File: src/rtl/nx4_pkg.sv
// Shared constants and types for the NX4 TLC-style panel receiver.
package nx4_pkg;

  localparam int CHANNELS = 16;
  localparam int GS_BITS  = 12;
  localparam int DC_BITS  = 6;

  localparam int GS_FRAME = CHANNELS * GS_BITS;
  localparam int DC_FRAME = CHANNELS * DC_BITS;

  // Width of the per-frame sclk edge counter; saturates at its all-ones value.
  localparam int CNT_W = 8;

  typedef enum logic {
    MODE_GS = 1'b0,
    MODE_DC = 1'b1
  } frame_mode_e;

endpackage

File: src/rtl/nx4_edge_sync.sv
// Multi-flop synchronizer for one asynchronous pin, with an optional
// single-cycle rising-edge pulse derived from the synchronized level.
module nx4_edge_sync #(
  parameter int STAGES  = 2,
  parameter bit EDGE_EN = 1'b1
) (
  input  logic clock,
  input  logic reset,
  input  logic d_i,
  output logic level_o,
  output logic rise_o
);

  logic [STAGES-1:0] sync_q;

  // NOTE: sequential state uses non-blocking assignments so every flop samples pre-edge values.
  always_ff @(posedge clock) begin
    if (reset) begin
      sync_q <= '0;
    end else begin
      sync_q <= {sync_q[STAGES-2:0], d_i};
    end
  end

  assign level_o = sync_q[STAGES-1];

  generate
    if (EDGE_EN) begin : g_edge
      logic prev_q;

      always_ff @(posedge clock) begin
        if (reset) begin
          prev_q <= 1'b0;
        end else begin
          prev_q <= sync_q[STAGES-1];
        end
      end

      assign rise_o = sync_q[STAGES-1] & ~prev_q;
    end else begin : g_no_edge
      assign rise_o = 1'b0;
    end
  endgenerate

endmodule

File: src/rtl/nx4_tlc_receiver.sv
// Receiving end of the NX4 LED-driver serial link: shifts and latches GS/DC
// frames, flags framing errors and drives per-channel PWM from gsclk.
module nx4_tlc_receiver #(
  parameter int CHANNELS    = nx4_pkg::CHANNELS,
  parameter int GS_BITS     = nx4_pkg::GS_BITS,
  parameter int DC_BITS     = nx4_pkg::DC_BITS,
  parameter int SYNC_STAGES = 2
) (
  input  logic                         clock,
  input  logic                         reset,
  input  logic                         led_sclk,
  input  logic                         led_sin,
  input  logic                         led_mode,
  input  logic                         led_xlat,
  input  logic                         led_blank,
  input  logic                         led_gsclk,
  output logic                         led_sout,
  output logic                         led_xerr,
  output logic [CHANNELS-1:0]          channel_on,
  output logic [GS_BITS-1:0]           gs_count,
  output logic [CHANNELS*DC_BITS-1:0]  dc_value
);

  import nx4_pkg::*;

  localparam int GS_LEN = CHANNELS * GS_BITS;
  localparam int DC_LEN = CHANNELS * DC_BITS;
  localparam logic [CNT_W-1:0] GS_LEN_CNT = CNT_W'(GS_LEN);
  localparam logic [CNT_W-1:0] DC_LEN_CNT = CNT_W'(DC_LEN);

  logic sclk_rise, xlat_rise, gsclk_rise;
  logic sin_s, mode_s, blank_s;
  logic unused_sclk_lvl, unused_xlat_lvl, unused_gsclk_lvl;
  logic unused_sin_rise, unused_mode_rise, unused_blank_rise;

  nx4_edge_sync #(.STAGES(SYNC_STAGES), .EDGE_EN(1'b1)) u_sync_sclk (
    .clock(clock), .reset(reset), .d_i(led_sclk),
    .level_o(unused_sclk_lvl), .rise_o(sclk_rise)
  );
  nx4_edge_sync #(.STAGES(SYNC_STAGES), .EDGE_EN(1'b1)) u_sync_xlat (
    .clock(clock), .reset(reset), .d_i(led_xlat),
    .level_o(unused_xlat_lvl), .rise_o(xlat_rise)
  );
  nx4_edge_sync #(.STAGES(SYNC_STAGES), .EDGE_EN(1'b1)) u_sync_gsclk (
    .clock(clock), .reset(reset), .d_i(led_gsclk),
    .level_o(unused_gsclk_lvl), .rise_o(gsclk_rise)
  );
  // Level-only pins use the same depth so sin lines up with its sclk edge.
  nx4_edge_sync #(.STAGES(SYNC_STAGES), .EDGE_EN(1'b0)) u_sync_sin (
    .clock(clock), .reset(reset), .d_i(led_sin),
    .level_o(sin_s), .rise_o(unused_sin_rise)
  );
  nx4_edge_sync #(.STAGES(SYNC_STAGES), .EDGE_EN(1'b0)) u_sync_mode (
    .clock(clock), .reset(reset), .d_i(led_mode),
    .level_o(mode_s), .rise_o(unused_mode_rise)
  );
  nx4_edge_sync #(.STAGES(SYNC_STAGES), .EDGE_EN(1'b0)) u_sync_blank (
    .clock(clock), .reset(reset), .d_i(led_blank),
    .level_o(blank_s), .rise_o(unused_blank_rise)
  );

  logic [GS_LEN-1:0]   shift_q,    shift_d;
  logic [GS_LEN-1:0]   gs_latch_q, gs_latch_d;
  logic [DC_LEN-1:0]   dc_q,       dc_d;
  logic [CNT_W-1:0]    bit_cnt_q,  bit_cnt_d;
  logic [GS_BITS-1:0]  gs_cnt_q,   gs_cnt_d;
  logic [CHANNELS-1:0] chan_q,     chan_d;
  logic                xerr_q,     xerr_d;

  // NOTE: every always_comb output gets a default first, so no path can infer a latch.
  always_comb begin
    shift_d    = shift_q;
    gs_latch_d = gs_latch_q;
    dc_d       = dc_q;
    bit_cnt_d  = bit_cnt_q;
    gs_cnt_d   = gs_cnt_q;
    xerr_d     = xerr_q;
    chan_d     = '0;

    if (sclk_rise) begin
      shift_d = {shift_q[GS_LEN-2:0], sin_s};
      if (bit_cnt_q != '1) begin
        bit_cnt_d = bit_cnt_q + 1'b1;
      end
    end

    // A coincident sclk edge is already folded into shift_d / bit_cnt_d here.
    if (xlat_rise) begin
      if (mode_s == MODE_DC) begin
        dc_d   = shift_d[DC_LEN-1:0];
        xerr_d = (bit_cnt_d == DC_LEN_CNT);
      end else begin
        gs_latch_d = shift_d;
        xerr_d     = (bit_cnt_d == GS_LEN_CNT);
      end
      bit_cnt_d = '0;
    end

    if (blank_s) begin
      gs_cnt_d = '0;
    end else if (gsclk_rise && (gs_cnt_q != '1)) begin
      gs_cnt_d = gs_cnt_q + 1'b1;
    end

    for (int i = 0; i < CHANNELS; i++) begin
      chan_d[i] = !blank_s && (gs_cnt_q < gs_latch_q[i*GS_BITS +: GS_BITS]);
    end
  end

  // NOTE: the shift register and latches are reset too, so a frame cut off by reset is discarded.
  always_ff @(posedge clock) begin
    if (reset) begin
      shift_q    <= '0;
      gs_latch_q <= '0;
      dc_q       <= '0;
      bit_cnt_q  <= '0;
      gs_cnt_q   <= '0;
      chan_q     <= '0;
      xerr_q     <= 1'b1;
    end else begin
      shift_q    <= shift_d;
      gs_latch_q <= gs_latch_d;
      dc_q       <= dc_d;
      bit_cnt_q  <= bit_cnt_d;
      gs_cnt_q   <= gs_cnt_d;
      chan_q     <= chan_d;
      xerr_q     <= xerr_d;
    end
  end

  assign led_sout   = shift_q[GS_LEN-1];
  assign led_xerr   = xerr_q;
  assign channel_on = chan_q;
  assign gs_count   = gs_cnt_q;
  assign dc_value   = dc_q;

endmodule
File: config.mk
export PLATFORM = sky130hd
export DESIGN_NAME = nx4_tlc_receiver
export DESIGN_NICKNAME = d
export VERILOG_FILES = /design/src/rtl/nx4_pkg.sv /design/src/rtl/nx4_edge_sync.sv /design/src/rtl/nx4_tlc_receiver.sv
export SDC_FILE = /design/constraint.sdc
export NUM_CORES = 1
export LEC_CHECK = 0
export CAP_MARGIN = 30
export CORE_AREA = 3 3 203 205
export DETAILED_ROUTE_END_ITERATION = 16
export DIE_AREA = 0 0 206 208
export PLACE_DENSITY_LB_ADDON = 0.15
export SLEW_MARGIN = 20
export SYNTH_ARGS = -nofsm -noshare
export SYNTH_HDL_FRONTEND = slang
export SYNTH_SLANG_ARGS = --single-unit
File: constraint.sdc
create_clock -name clock -period 3.8 [get_ports clock]
set_input_delay 0.38 -clock clock [delete_from_list [all_inputs] [get_ports clock]]
set_output_delay 0.38 -clock clock [all_outputs]
set_load 0.01 [all_outputs]
==> impl_metrics.tcl <==
set metrics [dict create \
    status "finished clean" \
    drc_errors 0 \
    path_class "register to output pin" \
    syn_inst 2343 \
    antenna_found_initial 0 \
    worst_hold_slack_ps 224 \
    placed_area_um2 24100 \
    rsz0062_at_grt "false" \
    fin_area_um2 26000 \
    post-cts-setup-buffers 0 \
    antenna_left 0 \
    maxSlewViolCount 0 \
    synth.avg_cell_area_um2 9.56 \
    ys_warn_count 0 \
    first_pass_iters 5 \
    core-area_um2 39600 \
    dp_cells 2886 \
    die_w_um 206 \
    yosysTopAreaCell "dfxtp_1" \
    die_area_um2 42800 \
    max_freq_mhz 355 \
    diodes 0 \
    viasPerCell 5.54 \
    io_pins 134 \
    ys_async_sr_fraction_pct 0 \
    die_h_um 208 \
    max_cap_violations 0 \
    synth-main-ff-cell "dfxtp_1" \
    holdBufCountCts 0 \
    routed-via-count 16544 \
    required_ps 3420 \
    setup_viol 0 \
    num_rows 73 \
    power_density_nw_per_um2 460 \
    worst_pin_slew_ps 960 \
    synth_common_cells "dfxtp_1 (532), nor2_1 (514), a211oi_1 (305)" \
    ys_ff_latch 532 \
    clock-sinks 532 \
    critPathLaunchType "register" \
    synth_edf_count 0 \
    cts-resized-gates 0 \
    worstHoldPathType "input pin to register" \
    grt_first_pass_wirelength_um 82200 \
    fill_cells 3284 \
    drive_above_1_share_pct 5.65 \
    grt-ovfl-total 0 \
    final_cells 2984 \
    layout_worst_path_cycle_share_pct 74.2 \
    wl_per_cell_um 16.7 \
    clkSlewWorstSetupHoldPaths_ps 60 \
    area_growth_pct 16.0 \
    synth.cell_area_um2 22400 \
    vdd_drop_max_mv 0.381 \
    cp_max_fo 14 \
    dp_hpwl_um 32500 \
    tns_ps 0 \
    fin_skew_ps 11.7 \
    min_from "reset" \
    finalNetCount 2604 \
    routabilityCongestion 0.775 \
    r2r_start "gs_count[1]" \
    start_util_pct 56.5 \
    clk_path_buf_depth 3 \
    slew_headroom_pct 35.9 \
    cts-htree-levels 2 \
    crit_path_start "gs_count[9]" \
    clk_latency_ps 590 \
    grt_pass1_vias 16140 \
    track_usage_pct 23.1 \
    finalHoldViolCount 0 \
    cts_tree "done" \
    worst_ep_arrival_time_ps 2440 \
    drtIter0Drc 977 \
    ys_types 41 \
    yosysTopAreaCellShare_pct 47.6 \
    grt_max_degree 159 \
    cp-end-kind "output pin" \
    root_buffer "clkbuf_16" \
    wl_um 49700 \
    synth_area_leaders "dfxtp_1 (48%), a211oi_1 (10%), ha_1 (9.9%)" \
    synth_fp_nets 2529 \
    place.port_buffers 133 \
    ys_seq_area_share_pct 47.6 \
    cts_made_buffers 53 \
    p_leak_nw 9.62 \
    yosysMostFrequentCell "dfxtp_1" \
    layout_min_cycle_time_ps 2820 \
]
## critical path, cell delays in order, from the launching register on
cell	delay [ps]
dfxtp_1	930
buf_4	330
clkdlybuf4s50_1	580
## per-stage QoR
stage | total power [mW] | setup WS [ps] | util [%]
2_1_floorplan | 6.47 | 1700 | -
3_3_place_gp | 6.67 | 1180 | 60.8
3_5_place_dp | 6.70 | 1110 | 60.9
4_1_cts | 12.1 | 958 | 65.4
5_1_grt | 12.4 | 866 | 65.5
6_report | 12.0 | 982 | 65.5
## cell type report
type | count | area [um2] | share of cell area (%)
sequential | 532 | 10700 | 41.0
inverter | 179 | 672 | 2.59
clock buffer | 68 | 1460 | 5.63
timing repair buffer | 168 | 1730 | 6.65
multi-input combinational | 1484 | 10500 | 40.3
clock inverter | 28 | 335 | 1.29
tap | 525 | 657 | 2.53
## placed cells by master, fill, tap and decap left out, types with 8 or more instances in the layout
cell type          n
clkdlybuf4s50_1  132
xnor2_1            9
clkinv_2          15
nand4_1           19
clkbuf_16         53
mux2i_1          196
o2111a_1          15
a21oi_1           40
nor3_1             8
nor2_1           512
a2111oi_0          9
nor2b_1           32
clkbuf_8           8
a21o_1            63
ha_1             178
a211oi_1         305
o31ai_1           15
nand2_1            8
nand2b_1          22
dfxtp_1          532
buf_4             26
inv_1            179
## where the power goes
| part | switching (mW) | internal, mW | total (mW) |
|---|---|---|---|
| logic | 0.424 | 0.351 | 0.775 |
| registers | 0.0841 | 5.73 | 5.81 |
| clock network | 2.19 | 3.19 | 5.38 |
| total | 2.69 | 9.27 | 12.0 |
## path summary, 6_finish.rpt
check        slack, ps  cells past startpoint                      to
min                220                      2  u_sync_blank.sync_q[1]
min reg2reg        430                      1   u_sync_mode.sync_q[1]
max                980                      2             gs_count[9]
max reg2reg       1100                      7             gs_count[4]
## layer usage
| metal | track usage [%] | routed length [um] | part of all wire [%] | vias up |
|---|---|---|---|---|
| met3 | 3.96 | 2400 | 4.8 | 89 |
| met1 | 33.0 | 23900 | 48 | 7805 |
| met2 | 36.0 | 22200 | 45 | 301 |
| li1 | - | - | - | 8349 |
| met4 | 6.86 | 1160 | 2.3 | 0 |
| met5 | 0 | 0 | 0 | - |
## flip-flops by register name, indices dropped and copies added (netlist names)
| register | cells |
|---|---|
| u_sync_gsclk.sync_q | 2 |
| dc_value | 96 |
| u_sync_sclk.g_edge.prev_q | 1 |
| u_sync_sclk.sync_q | 2 |
| channel_on | 16 |
| gs_count | 12 |
| u_sync_mode.sync_q | 2 |
| u_sync_sin.sync_q | 2 |
| led_xerr | 1 |
| gs_latch_q | 192 |
| u_sync_xlat.sync_q | 2 |
| bit_cnt_q | 8 |
| u_sync_blank.sync_q | 2 |
| u_sync_gsclk.g_edge.prev_q | 1 |
| u_sync_xlat.g_edge.prev_q | 1 |
| shift_q | 192 |
## cell families after synthesis
logic type / Yosys count / synth area share [%]
mux: 196 / 8.76
flops: 532 / 47.6
buf+inv: 327 / 5.73
fa+ha+maj: 178 / 9.95
simple gates: 630 / 11.8
compound gates: 469 / 15.8
xor+xnor: 11 / 0.430
(Power assumes the default switching activity.)
